`config.mk`:
```
export PLATFORM = sky130hd
export DESIGN_NAME = coilgun_core_flat
export DESIGN_NICKNAME = d
export VERILOG_FILES = /design/src/rtl/coilgun_core_pkg.sv /design/src/rtl/coilgun_core_if.sv /design/src/rtl/coilgun_core_edge_det.sv /design/src/rtl/coilgun_core.sv /design/src/flat_wrapper.sv
export SDC_FILE = /design/constraint.sdc
export NUM_CORES = 1
export LEC_CHECK = 0
export ABC_AREA = 1
export ABC_CLOCK_PERIOD_IN_PS = 5800
export CAP_MARGIN = 20
export CORE_MARGIN = 2
export CORE_UTILIZATION = 56
export DETAILED_ROUTE_END_ITERATION = 6
export GPL_TIMING_DRIVEN = 0
export PLACE_DENSITY_LB_ADDON = 0.3
export SLEW_MARGIN = 5
export SYNTH_ARGS = -nofsm -noshare
export SYNTH_HDL_FRONTEND = slang
export SYNTH_SLANG_ARGS = --single-unit
```
`constraint.sdc`:
```
create_clock -name clk -period 5.8 [get_ports clk]
set_input_delay 0.87 -clock clk [delete_from_list [all_inputs] [get_ports clk]]
set_output_delay 0.87 -clock clk [all_outputs]
set_load 0.05 [all_outputs]
```
`src/rtl/coilgun_core_pkg.sv`:
```
// Shared types and constants for the coilgun firing controller.
package cg_core_pkg;

    localparam int CW = 24;
    localparam logic [CW-1:0] ACC_MAX = {CW{1'b1}};

    typedef enum logic [1:0] {
        IDLE,
        DELAY,
        FIRE,
        LOCK
    } state_e;

    // Phase counter stops at the all-ones value instead of wrapping.
    function automatic logic [CW-1:0] sat_inc(input logic [CW-1:0] v);
        return (v == ACC_MAX) ? v : v + 1'b1;
    endfunction

endpackage

```
`src/rtl/coilgun_core_if.sv`:
```
// Trigger/sensor/config inputs and coil-driver outputs of one coilgun stage.
interface coilgun_core_if import cg_core_pkg::*; ();

    logic          I_TRIG;
    logic          I_GATE;
    logic [CW-1:0] I_LMT;
    logic [CW-1:0] I_DLY;
    logic          I_OE;
    logic          I_EN;
    logic          I_DDS;
    logic          I_LDS;
    logic          I_LEN;
    logic          O_EXT;
    logic          O_SOE;
    logic          O_RTE;
    logic [CW-1:0] O_ACC;

    modport master (
        output I_TRIG, I_GATE, I_LMT, I_DLY, I_OE, I_EN, I_DDS, I_LDS, I_LEN,
        input  O_EXT, O_SOE, O_RTE, O_ACC
    );

    modport slave (
        input  I_TRIG, I_GATE, I_LMT, I_DLY, I_OE, I_EN, I_DDS, I_LDS, I_LEN,
        output O_EXT, O_SOE, O_RTE, O_ACC
    );

endinterface

```
`src/rtl/coilgun_core_edge_det.sv`:
```
// One-cycle history register with combinational rise/fall detection.
module cg_edge_det #(
    parameter logic RST_VAL = 1'b0
) (
    input  logic clk,
    input  logic rst,
    input  logic d,
    output logic rise,
    output logic fall
);

    logic q;

    always_ff @(posedge clk) begin
        if (rst) q <= RST_VAL;
        else     q <= d;
    end

    assign rise = d & ~q;
    assign fall = ~d & q;

endmodule

```
`src/rtl/coilgun_core.sv`:
```
// Single-stage coilgun controller: arm on trigger edge, delay, fire window,
// chain pulse, then lock out until the trigger is released.
module coilgun_core import cg_core_pkg::*; (
    input  logic          clk,
    input  logic          I_RST,
    coilgun_core_if.slave bus
);

    state_e        state, state_n;
    logic [CW-1:0] acc, acc_n;
    logic          ext_q, ext_n;
    logic          trig_rise, gate_rise, gate_fall;
    logic [CW-1:0] lim_last;
    logic          lim_end, dly_end, fire_end;

    // Trigger history resets high so a trigger held through reset cannot fire.
    cg_edge_det #(.RST_VAL(1'b1)) u_trig_edge (
        .clk (clk),
        .rst (I_RST),
        .d   (bus.I_TRIG),
        .rise(trig_rise),
        .fall()
    );

    cg_edge_det #(.RST_VAL(1'b0)) u_gate_edge (
        .clk (clk),
        .rst (I_RST),
        .d   (bus.I_GATE),
        .rise(gate_rise),
        .fall(gate_fall)
    );

    assign lim_last = (bus.I_LMT == '0) ? '0 : bus.I_LMT - 1'b1;
    assign lim_end  = (acc == lim_last);
    assign dly_end  = (acc == bus.I_DLY - 1'b1);
    assign fire_end = bus.I_LDS ? lim_end : (gate_fall | (bus.I_LEN & lim_end));

    always_ff @(posedge clk) begin
        if (I_RST) begin
            state <= IDLE;
            acc   <= '0;
            ext_q <= 1'b0;
        end else begin
            state <= state_n;
            acc   <= acc_n;
            ext_q <= ext_n;
        end
    end

    // The counter clears on every phase change, so only "stay" paths count.
    always_comb begin
        state_n = state;
        acc_n   = '0;
        ext_n   = 1'b0;
        case (state)
            IDLE: begin
                if (trig_rise)
                    state_n = (bus.I_DDS && bus.I_DLY == '0) ? FIRE : DELAY;
            end
            DELAY: begin
                if (bus.I_DDS ? dly_end : gate_rise) state_n = FIRE;
                else                                  acc_n   = sat_inc(acc);
            end
            FIRE: begin
                if (fire_end) begin
                    state_n = LOCK;
                    ext_n   = 1'b1;
                end else begin
                    acc_n = sat_inc(acc);
                end
            end
            LOCK: begin
                if (!bus.I_TRIG) state_n = IDLE;
            end
            default: state_n = IDLE;
        endcase
        if (!bus.I_EN) begin
            state_n = IDLE;
            acc_n   = '0;
            ext_n   = 1'b0;
        end
    end

    assign bus.O_SOE = (state == FIRE) & bus.I_OE & bus.I_EN;
    assign bus.O_RTE = (state == IDLE) & bus.I_EN & ~bus.I_TRIG;
    assign bus.O_EXT = ext_q;
    assign bus.O_ACC = acc;

endmodule

```
`src/flat_wrapper.sv`:
```
// flat-port wrapper written by rule: the top's interface ports become plain ports
module coilgun_core_flat import cg_core_pkg::*;
  (clk, I_RST, bus_I_TRIG, bus_I_GATE, bus_I_LMT, bus_I_DLY, bus_I_OE, bus_I_EN, bus_I_DDS, bus_I_LDS, bus_I_LEN, bus_O_EXT, bus_O_SOE, bus_O_RTE, bus_O_ACC);
  coilgun_core_if bus_i ();
  input  logic clk;
  input  logic I_RST;
  input wire logic [$bits(bus_i.I_TRIG)-1:0] bus_I_TRIG;
  input wire logic [$bits(bus_i.I_GATE)-1:0] bus_I_GATE;
  input wire logic [$bits(bus_i.I_LMT)-1:0] bus_I_LMT;
  input wire logic [$bits(bus_i.I_DLY)-1:0] bus_I_DLY;
  input wire logic [$bits(bus_i.I_OE)-1:0] bus_I_OE;
  input wire logic [$bits(bus_i.I_EN)-1:0] bus_I_EN;
  input wire logic [$bits(bus_i.I_DDS)-1:0] bus_I_DDS;
  input wire logic [$bits(bus_i.I_LDS)-1:0] bus_I_LDS;
  input wire logic [$bits(bus_i.I_LEN)-1:0] bus_I_LEN;
  output wire logic [$bits(bus_i.O_EXT)-1:0] bus_O_EXT;
  output wire logic [$bits(bus_i.O_SOE)-1:0] bus_O_SOE;
  output wire logic [$bits(bus_i.O_RTE)-1:0] bus_O_RTE;
  output wire logic [$bits(bus_i.O_ACC)-1:0] bus_O_ACC;
  assign bus_i.I_TRIG = bus_I_TRIG;
  assign bus_i.I_GATE = bus_I_GATE;
  assign bus_i.I_LMT = bus_I_LMT;
  assign bus_i.I_DLY = bus_I_DLY;
  assign bus_i.I_OE = bus_I_OE;
  assign bus_i.I_EN = bus_I_EN;
  assign bus_i.I_DDS = bus_I_DDS;
  assign bus_i.I_LDS = bus_I_LDS;
  assign bus_i.I_LEN = bus_I_LEN;
  assign bus_O_EXT = bus_i.O_EXT;
  assign bus_O_SOE = bus_i.O_SOE;
  assign bus_O_RTE = bus_i.O_RTE;
  assign bus_O_ACC = bus_i.O_ACC;
  coilgun_core u_core (.clk(clk), .I_RST(I_RST), .bus(bus_i));
endmodule
```
==> out/qor.yml <==
setup_violations: 0
netlist_instances: 629
finClkSkew_ps: 3.600
fin_crit_sh_pct: 60.47
via_per_inst: 5.411
cts_resized: 0
dieArea_sq_um: 7149
drt_iter0_markers: 248
cts_tree: "yes"
cp_data_arrival_time_ps: 3680
p_per_area_nw_per_um2: 111.6
die_h_um: 84.55
synth-xor-area-share_pct: 13.74
multi_input_area_sq_um: 2664
p_leak_nw: 1.946
hp-class: "flop to flop"
maxSlewHeadroom_pct: 55.04
area_growth_pct: 27.89
p_total_uw: 518.5
grt_max_degree: 11
ys_ff_latch: 29
overflow: 0
gp_congestion: 0.9235
n_antenna_cell: 0
synth_compound_area_share_pct: 5.613
first_pass_iters: 5
grt_usage_pct: 30.64
maxCapViolCount: 0
critPathCaptureType: "flop"
antenna_found_initial: 0
worst_pin_slew_ps: 668.3
critPathRequiredTime_ps: 5970
start_kind: "input port"
antenna_left: 0
drc: 0
rows: 29
synth_cell_type_count: 37
coreArea_sq_um: 6314
cts_made_buffers: 5
path_class: "input port to flop"
muxShareOfSynthArea_pct: 0
synth_top_family_by_area: "simple AND/OR/NAND/NOR gates"
tns_ps: 0
clock.fmax_mhz: 285.1
dieWidth_um: 84.55
regArea_sq_um: 580.6
startpoint: "bus_I_DLY[0]"
drive_gt1_share_pct: 6.954
clk_latency_ps: 280
r2r_start: "u_core.bus.O_ACC[1]"
dp.final_hpwl_um: 9118
syn_avg_cell_area_sq_um: 5.777
clock_sinks: 29
synthSimpleGateAreaFrac_pct: 51.21
hold_viol: 0
synth_fa_ha_area_share_pct: 2.755
pre_cts_ws_ps: 2056
htreeDepth: 2
clockBufferDepth: 2
status: "completed"
synth_area_sq_um: 3633
io_buffer_count: 83
start_util_pct: 57.55
fin_nets: 784
vias: 4307
hold_buffers: 0
worst_slack_ps: 2293
crit_fanout: 10
vdd_drop_max_mv: 0.1917
fin_crit_ps: 3508
fill_cells: 516
rsz0062_at_grt: "false"
final_util_pct: 73.60
io_pins: 84
routed_wl_um: 11010
ys_seq_area_share_pct: 15.98
drv_slew: 0
post_cts.repair.setup_buffers: 0
path_clk_slew_ps: 60
grt_first_pass_wirelength_um: 18020
worstHoldStart: "u_core.u_gate_edge.q"
clockRootBuffer: "clkbuf_8"
wire_per_inst_um: 13.83
grt_pass1_vias: 3874
syn_nets: 694
yosys_warnings: 0
-- registers in the layout, indices dropped and copies added (netlist names) --
name,count
u_core.u_gate_edge.q,1
u_core.bus.O_ACC,24
u_core.state,2
u_core.u_trig_edge.q,1
u_core.bus.O_EXT,1
-- critical path: stages --
cell	delay (ps)
clkdlybuf4s50_1	420
inv_1	120
ha_1	230
nand3_1	150
nor2_2	200
nand2_1	120
nor2_1	240
nand2_1	100
xor2_1	150
nor2_1	180
nand2_1	70
nor2_1	130
nand2_1	90
nand2_1	170
nand2_2	100
nand2_4	100
buf_6	180
nor2_2	50
-- stage by stage --
stage / hold slack [ps] / instance area [sq um] / instances
after floorplan: 503.0 / 3633 / 629
after global placement: 529.0 / 4561 / 789
after detailed placement: 532.5 / 4561 / 789
after CTS: 552.7 / 4647 / 796
after global routing: 584.5 / 4647 / 796
final: 549.4 / 4647 / 796
-- synthesized netlist by cell type, drive strengths merged --
master  count  share of area (%)
nand2     170                 18
nor2      120                 14
inv        81                8.4
nand3      50                7.6
xor2       45                 11
dfxtp      29                 16
nand4      27                4.6
nor3       24                3.6
a21oi      14                2.1
o21ai      13                1.8
xnor2      12                2.9
ha          8                2.8
buf         7                2.0
or2         7                1.2
nor4        5               0.86
clkbuf      3               0.34
nand3b      3               0.62
o21bai      3               0.72
nor3b       2               0.41
o22ai       2               0.34
a21boi      1               0.21
o211ai      1               0.21
o31ai       1               0.21
or4         1               0.21
-- routing by layer --
metal  share of wire [%]  routed length, um  vias up  GRT usage [%]
met5                   0                  0        -              0
met4                 1.4                150        0          6.782
met3                 6.0                657       18          5.703
met2                  48               5238      154          51.18
met1                  45               4963     1947          41.19
li1                    -                  -     2188              -
-- path summary, 6_finish.rpt --
path | end | slack (ps) | cells past startpoint
worst min register to register | u_core.bus.O_EXT | 550 | 2
worst max register to register | u_core.bus.O_ACC[19] | 3070 | 15
worst max-delay path | u_core.bus.O_ACC[19] | 2290 | 18
worst min-delay path | u_core.bus.O_EXT | 550 | 2
-- placed cells by master, fill, tap and decap left out, types with 2 or more instances in the layout --
cell type,instances
nand3_1,46
xor2_1,45
nor3_2,2
clkdlybuf4s50_1,83
o21bai_1,2
xnor2_1,12
nor2_4,4
nand3_2,3
nand3b_1,3
nor3_1,22
nor4_1,5
inv_1,80
nand2_1,167
o21ai_0,13
o22ai_1,2
ha_1,8
nand4_1,27
nor3b_1,2
nor2_2,13
clkbuf_1,3
or2_2,6
buf_6,6
a21oi_1,12
clkbuf_8,6
nand2_2,2
nor2_1,103
a21oi_2,2
dfxtp_1,29
-- logic make-up after synthesis --
kind of cell / count (synthesis)
buffers and inverters: 91
adders and majority gates: 8
and+or+nand+nor: 409
xor gates and xnor gates: 57
AOI/OAI and AO/OA: 35
DFF: 29
-- power by group --
| group | internal (mW) | total, mW | leakage (nW) | switching, mW |
|---|---|---|---|---|
| registers | 0.201 | 0.202 | 0.234 | 0.000938 |
| clock network | 0.0941 | 0.174 | 0.0443 | 0.0795 |
| logic | 0.0687 | 0.143 | 1.67 | 0.0746 |
-- final cells by class --
class	count	share of cell area, %
buffer	10	1.831
sequential	29	12.49
multi-input combinational	509	57.32
clock buffer	7	1.858
tap	77	2.073
timing repair buffer	83	17.88
inverter	81	6.543
Note: power is estimated with default switching activity, not from simulation.
